$ cat config.mk
export PLATFORM = sky130hd
export DESIGN_NAME = counter_bcd_seq
export DESIGN_NICKNAME = d
export VERILOG_FILES = /design/src/rtl/counter_bcd_seq.sv
export SDC_FILE = /design/constraint.sdc
export NUM_CORES = 1
export LEC_CHECK = 0
export CORE_MARGIN = 1.5
export CORE_UTILIZATION = 30
export DETAILED_ROUTE_END_ITERATION = 8
export SLEW_MARGIN = 20
export SYNTH_ARGS = -nofsm -noshare
export SYNTH_HDL_FRONTEND = slang
export SYNTH_SLANG_ARGS = --single-unit
$ cat constraint.sdc
create_clock -name clk -period 2.1 [get_ports clk]
set_clock_uncertainty 0.15 [all_clocks]
set_input_delay 0.315 -clock clk [delete_from_list [all_inputs] [get_ports clk]]
set_output_delay 0.315 -clock clk [all_outputs]
set_load 0.02 [all_outputs]
$ cat src/rtl/counter_bcd_seq.sv
// Up/down binary counter with load and saturate/wrap, plus a serial double-dabble BCD converter.
// Latency: count 1 cycle; bcd valid WIDTH+1 cycles after count settles.
// Backpressure: none; a conversion always runs to completion, and a stale result triggers a rerun.
module counter_bcd_seq #(
  parameter int WIDTH  = 8,
  parameter int DIGITS = 3
) (
  input  logic                  clk,
  input  logic                  rst,
  input  logic                  en,
  input  logic                  ld,
  input  logic [WIDTH-1:0]      v,
  input  logic                  up,
  input  logic                  sat,
  output logic [WIDTH-1:0]      count,
  output logic [4*DIGITS-1:0]   bcd,
  output logic                  bcd_valid,
  output logic                  ovf
);

  localparam int ITW = $clog2(WIDTH + 1);
  localparam logic [WIDTH-1:0] MAXV    = {WIDTH{1'b1}};
  localparam logic [WIDTH-1:0] ONE     = {{(WIDTH-1){1'b0}}, 1'b1};
  localparam logic [ITW-1:0]   LAST_IT = ITW'(WIDTH - 1);
  localparam logic [ITW-1:0]   IT_ONE  = ITW'(1);

  typedef enum logic {IDLE, CONV} state_t;

  state_t              state, state_nxt;
  logic [WIDTH-1:0]    snap, last, snap_rot;
  logic [ITW-1:0]      iter;
  logic [4*DIGITS-1:0] work, adj, work_nxt;
  logic                at_limit, done;

  assign at_limit = up ? (count == MAXV) : (count == '0);

  always_ff @(posedge clk or posedge rst) begin
    if (rst) begin
      count <= '0;
      ovf   <= 1'b0;
    end else if (ld) begin
      count <= v;
      ovf   <= 1'b0;
    end else if (en) begin
      ovf <= at_limit;
      if (!at_limit) begin
        count <= up ? count + ONE : count - ONE;
      end else if (!sat) begin
        count <= up ? '0 : MAXV;
      end
    end else begin
      ovf <= 1'b0;
    end
  end

  always_ff @(posedge clk or posedge rst) begin
    if (rst) state <= IDLE;
    else     state <= state_nxt;
  end

  always_comb begin
    state_nxt = state;
    done      = 1'b0;
    case (state)
      IDLE: if (count != last) state_nxt = CONV;
      CONV: begin
        if (iter == LAST_IT) begin
          done      = 1'b1;
          state_nxt = IDLE;
        end
      end
      default: state_nxt = IDLE;
    endcase
  end

  // snap rotates rather than shifts so it holds the captured value again after WIDTH steps
  always_comb begin
    adj = work;
    for (int d = 0; d < DIGITS; d++) begin
      if (work[4*d +: 4] >= 4'd5) adj[4*d +: 4] = work[4*d +: 4] + 4'd3;
    end
    work_nxt = (adj << 1) | {{(4*DIGITS-1){1'b0}}, snap[WIDTH-1]};
    snap_rot = {snap[WIDTH-2:0], snap[WIDTH-1]};
  end

  always_ff @(posedge clk or posedge rst) begin
    if (rst) begin
      snap <= '0;
      last <= '0;
      iter <= '0;
      work <= '0;
      bcd  <= '0;
    end else begin
      case (state)
        IDLE: begin
          if (state_nxt == CONV) begin
            snap <= count;
            work <= '0;
            iter <= '0;
          end
        end
        CONV: begin
          work <= work_nxt;
          snap <= snap_rot;
          iter <= iter + IT_ONE;
          if (done) begin
            bcd  <= work_nxt;
            last <= snap_rot;
          end
        end
        default: ;
      endcase
    end
  end

  assign bcd_valid = (state == IDLE) && (last == count);

endmodule

Word-level counts from Yosys, hierarchy flattened
Index checks and enable logic that the tools add are counted.
{"block": "word_totals", "wordCells": 53, "reg_bits": 54, "out_inout_bits": 22, "inputBits": 14}
{"block": "classes", "n_eq_ne": 6, "order_cmp": 3, "n_mux": 23, "n_reduce_logical": 5, "bitwise_logic": 2, "addsub": 6}
{"op": "$mux W8", "count": 7}
{"op": "$pmux W12 S2", "count": 1}
{"op": "$pmux W8 S2", "count": 1}
{"op": "$ge A4 B3 Y1 const B", "count": 3}
{"op": "$mux W12", "count": 1}
{"op": "$mux W4", "count": 3}
{"op": "$or A12 B1 Y12", "count": 1}
{"op": "$add A4 B2 Y4 const B", "count": 2}
{"op": "$add A8 B1 Y8 const B", "count": 1}
{"op": "$eq A8 B8 Y1", "count": 1}
{"op": "$eq A8 B8 Y1 const B", "count": 1}
{"op": "$logic_not A8 Y1", "count": 1}
{"op": "$ne A8 B8 Y1", "count": 1}
{"op": "$pmux W4 S2", "count": 1}
{"op": "$sub A8 B1 Y8 const B", "count": 1}
{"op": "$mux W1", "count": 7}
{"op": "$add A4 B1 Y4 const B", "count": 1}
{"op": "$eq A4 B3 Y1 const B", "count": 1}
{"op": "$reduce_and A2 Y1", "count": 2}
{"op": "$add A3 B2 Y3 const B", "count": 1}
{"op": "$mux W3", "count": 1}
{"op": "$ne A3 B3 Y1 const B", "count": 1}
{"op": "$ne A2 B2 Y1 const B", "count": 1}
{"op": "$pmux W1 S2", "count": 1}
{"op": "3 further kinds", "count": 3}

Longest topological paths before layout
Gate-level depths: netlist of run 1.
{"block": "depth", "ltp_word": 5, "depth_mapped": 8, "depth_no_buf": 8}

Worst setup path before layout of run 1
OpenSTA, ideal clock, no wires.
{"block": "synth_timing", "kind": "reg2reg", "start": "register count[1]", "end": "register count[7]", "n_path_buf": 0, "synth_period_minus_slack_ns": 2.277, "slack_ns": -0.177, "stages_incl_launch_ff": 8, "t_arrival_ns": 1.991, "setup_time_ns": 0.136, "t_required_ns": 1.814, "cell_sequence": "dfrtp_1 > ha_1 > a211oi_1 > nor2_1 > o41ai_1 > a21oi_1 > nor4_2 > o31ai_2"}
{"block": "synth_via", "elab_chain_len": 5, "word_cells_on_any_way": 11, "cone_classes": "add/sub: 2; eq/ne: 2; mux: 5; reduce/logical: 2"}
{"element": "from (decl)", "line_no": "15", "rtl": "output logic [WIDTH-1:0] count,"}
{"element": "from (signal assigned)", "line_no": "42", "rtl": "count <= v;"}
{"element": "from (signal assigned)", "line_no": "47", "rtl": "count <= up ? count + ONE : count - ONE;"}
{"element": "from (signal assigned)", "line_no": "49", "rtl": "count <= up ? '0 : MAXV;"}
{"element": "$sub A8 B1 Y8 (tied with other cells)", "line_no": "47"}
{"element": "$mux W8 / $mux W1 (equally long branches)", "line_no": "47, 35"}
{"element": "$mux W8", "line_no": "46", "rtl": "if (!at_limit) begin"}
{"element": "$mux W8", "line_no": "44", "rtl": "end else if (en) begin"}
{"element": "$mux W8", "line_no": "41", "rtl": "end else if (ld) begin"}
Parallel ways exist; a longest one is shown, timed or not. The select of a mux whose other input is x is not followed.
A chain may end at the register's enable or synchronous reset.

Worst setup path after layout of run 1
{"block": "layout_timing", "start": "register count[2]", "end": "register count[3]"}
The elaborated chain is that of the path after synthesis.

==> results.sh, run 1 <==
export IMPL_final_period_utilization_pct=102.9
export IMPL_cts_hold_buf=0
export IMPL_antenna_found_initial=0
export IMPL_max_stage_delay_ps=540
export IMPL_status="complete, but fails checks"
export IMPL_min_period_ps=2160
export IMPL_yosysSeqAreaShare_pct=45.40
export IMPL_nNetsFinal=385
export IMPL_grt_pass1_vias=2386
export IMPL_drc=0
export IMPL_fmax_mhz=462.9
export IMPL_synth_seq_cells=53
export IMPL_multi_input_area_sq_mm=0.001599
export IMPL_layout_setup_ws_ps=-60.15
export IMPL_detailed_place_hpwl_um=4688
export IMPL_wl_per_cell_um=13.47
export IMPL_vias_per_cell=4.811
export IMPL_synth_top_area_share_pct=45.40
export IMPL_worstSetupPathType="flip-flop to flip-flop"
export IMPL_clk_pin_slew_ps=90
export IMPL_reg2reg_to="count[3]$_DFFE_PP0P_"
export IMPL_antenna_violating_nets_post_route=0
export IMPL_h_tree_depth=2
export IMPL_ir_drop_mv=0.3817
export IMPL_stdcell_count=487
export IMPL_start_kind="flip-flop"
export IMPL_fp_dieArea_sq_mm=0.01034
export IMPL_regArea_sq_mm=0.001331
export IMPL_met1Wirelength_um=3007
export IMPL_avgSynthCellArea_sq_um=10.04
export IMPL_die_w_um=101.7
export IMPL_vias=2343
export IMPL_synthCells=291
export IMPL_switching_share_pct=37.47
export IMPL_min_path_type="input port to asynchronous set/reset pin"
export IMPL_switching_power_uw=1803
export IMPL_design_area_sq_mm=0.003901
export IMPL_start_util_pct=31.32
export IMPL_n_antenna_cell=0
export IMPL_drtIter0Drc=73
export IMPL_rr_startpoint="count[2]$_DFFE_PP0P_"
export IMPL_synth_edff_count=0
export IMPL_gp_congestion=0.8667
export IMPL_syn_area_sq_mm=0.002922
export IMPL_dr_max_layer_used="met4"
export IMPL_combPwrFrac_pct=48.0
export IMPL_grt_overflow=0
export IMPL_ys_flop_type="dfrtp_1"
export IMPL_p_clk_share_pct=14.7
export IMPL_synth_top_cell_by_area="dfrtp_1"
export IMPL_async_reset_ff_share_pct=100.0
export IMPL_grt_max_degree=54
export IMPL_hold_viol=0
export IMPL_r2r_cells=7
export IMPL_cts_sinks=53
export IMPL_drtPass1Iterations=4
export IMPL_drv_slew=0
export IMPL_cap_violations=0
export IMPL_slew_headroom_pct=72.93
export IMPL_critPathRequiredTime_ps=2180
export IMPL_crit_fanout=8
export IMPL_ys_types=41
export IMPL_synthTopCellsByArea="dfrtp_1 45%, mux2i_1 6.2%, nand2_1 5.8%"
export IMPL_placed_cell_area_sq_mm=0.003664
export IMPL_grt_pass1_wl_um=11470
export IMPL_cts_buffer_depth=2
export IMPL_drive_gt1_share_pct=24.86
export IMPL_violations="negative setup slack"
export IMPL_ios=36
export IMPL_routed_wl_met2_um=3160
export IMPL_leakage_uw=0.001688
export IMPL_placementRows=35
export IMPL_critPathArrivalTime_ps=2240
export IMPL_end_kind="flip-flop"
export IMPL_syn_to_final_growth_pct=33.53
export IMPL_cts_buffers=5
export IMPL_slowest_stage="or4_4"
export IMPL_mostFrequentLayoutCell="dfrtp_1"
export IMPL_cts_root_buffer="clkbuf_8"
export IMPL_setup_viol=7
export IMPL_path_cells="or4_4 > nor4_4 > o21ai_2 > a21oi_4 > buf_12 > nand2_2 > o21ai_1"
export IMPL_worst_slew_pin_slew_ps=406.1
export IMPL_mostFrequentLayoutCells="49 x dfrtp_1, 42 x nand2_1, 36 x buf_4"
export IMPL_power_frac_seq_pct=37.3
export IMPL_cts_tree="built"
export IMPL_wl_met3_um=316
export IMPL_port_buffers=35
export IMPL_die_h_um=101.7
export IMPL_fillers=910
export IMPL_holdWs_ps=204.6
export IMPL_regToRegSetupSlack_ps=-60
export IMPL_clock_latency_ps=300
export IMPL_wirelength_um=6559
export IMPL_gr_usage_all_layers_pct=13.92
export IMPL_rsz0062_at_grt="true"
export IMPL_p_int_uw=3010
export IMPL_syn_nets=319
export IMPL_synth_warnings=0
export IMPL_core_sq_mm=0.009328
export IMPL_post_place_cells=475
export IMPL_powerDensity_mw_per_mm2=1234
state kept, by name (all words and copies together) (netlist names):
| signal | flops |
|---|---|
| last | 7 |
| state | 1 |
| iter | 4 |
| bcd | 12 |
| ovf | 1 |
| work | 12 |
| count | 8 |
| snap | 8 |
synth_stat cells, types with 2 or more instances:
| cell type | instances |
|---|---|
| dfrtp_1 | 53 |
| nand2_1 | 45 |
| o21ai_0 | 31 |
| mux2i_1 | 18 |
| a21oi_1 | 16 |
| xnor2_1 | 16 |
| ha_1 | 13 |
| mux2_2 | 12 |
| inv_1 | 11 |
| clkbuf_1 | 8 |
| nor2_1 | 6 |
| nor3_1 | 6 |
| nor3b_1 | 6 |
| a211oi_1 | 5 |
| a21o_1 | 3 |
| nand2b_1 | 3 |
| nand3_1 | 3 |
| nand4_1 | 3 |
| nor2b_1 | 3 |
| o21ai_1 | 3 |
| o22ai_1 | 3 |
| buf_2 | 2 |
| nor4_2 | 2 |
| o21bai_1 | 2 |
| or4_4 | 2 |
routing by layer:
metal	global-route usage, %	vias up
met4	4.701	0
met5	0	-
li1	-	1153
met1	18.36	1124
met2	23.18	59
met3	2.277	7
critical path: cells and delay by family, from the launching register on:
family,cells,cell delay [ps]
AND/OR/NAND/NOR,3,920
AO/OA/AOI/OAI,3,420
flip-flops,1,450
buffers and inverters,1,150
metrics by stage:
stage	setup slack [ps]	utilization (%)	TNS, ps	power, uW
2_1_floorplan	-1.338	-	-1.338	3274
3_3_place_gp	-553.4	39.28	-2519	3987
3_5_place_dp	-607.4	39.28	-2675	4047
4_1_cts	-137.3	41.53	-918.6	4844
5_1_grt	-159.0	41.82	-1138	5239
6_report	-60.15	41.82	-259.0	4814
power groups by stage:
stage / Combinational (uW) / Clock [uW] / Sequential [uW]
2_1_floorplan: 1370 / 0 / 1910
3_3_place_gp: 2180 / 0 / 1810
3_5_place_dp: 2230 / 0 / 1820
4_1_cts: 2310 / 733 / 1800
5_1_grt: 2600 / 773 / 1860
6_report: 2310 / 708 / 1800
worst max-delay path by stage:
| stage | start | endpoint | depth (start not counted) |
|---|---|---|---|
| after floorplan | count[1]$_DFFE_PP0P_ | count[7]$_DFFE_PP0P_ | 7 |
| after global placement | up | count[7]$_DFFE_PP0P_ | 9 |
| after detailed placement | up | count[7]$_DFFE_PP0P_ | 9 |
| after CTS | count[2]$_DFFE_PP0P_ | count[3]$_DFFE_PP0P_ | 7 |
| after global routing | count[2]$_DFFE_PP0P_ | count[3]$_DFFE_PP0P_ | 7 |
| final | count[2]$_DFFE_PP0P_ | count[3]$_DFFE_PP0P_ | 7 |
layout make-up:
| type | instances | area share, % |
|---|---|---|
| multi-input combinational | 214 | 40.99 |
| tap | 129 | 4.137 |
| clock buffer | 7 | 2.213 |
| sequential | 53 | 34.12 |
| clock inverter | 1 | 0.7697 |
| timing repair buffer | 72 | 16.71 |
| inverter | 11 | 1.058 |
cell families after synthesis:
| group | after synthesis | share of synthesized area, % |
|---|---|---|
| mux | 30 | 10.79 |
| xor+xnor | 16 | 4.796 |
| buf+inv | 24 | 3.555 |
| fa+ha+maj | 14 | 6.253 |
| simple gates | 85 | 15.25 |
| compound gates | 69 | 13.96 |
| flops | 53 | 45.40 |
what timing repair did:
| item | CTS | global route |
|---|---|---|
| resized for setup | 23 | 8 |
| setup endpoints to repair | 10 | 11 |
| setup buffers | 3 | 1 |
| hold endpoints to repair | 0 | 0 |
| pin swaps | 11 | 11 |
(Power assumes the default switching activity.)
==> run 2: changes to the inputs <==
--- a/config.mk
+++ b/config.mk
@@ -8,7 +8,6 @@
 export CORE_MARGIN = 1.5
 export CORE_UTILIZATION = 30
 export DETAILED_ROUTE_END_ITERATION = 8
-export SLEW_MARGIN = 20
 export SYNTH_ARGS = -nofsm -noshare
 export SYNTH_HDL_FRONTEND = slang
 export SYNTH_SLANG_ARGS = --single-unit
==> results of run 2 <==
The final DEF is identical to that of run 1; final timing and power are the same.
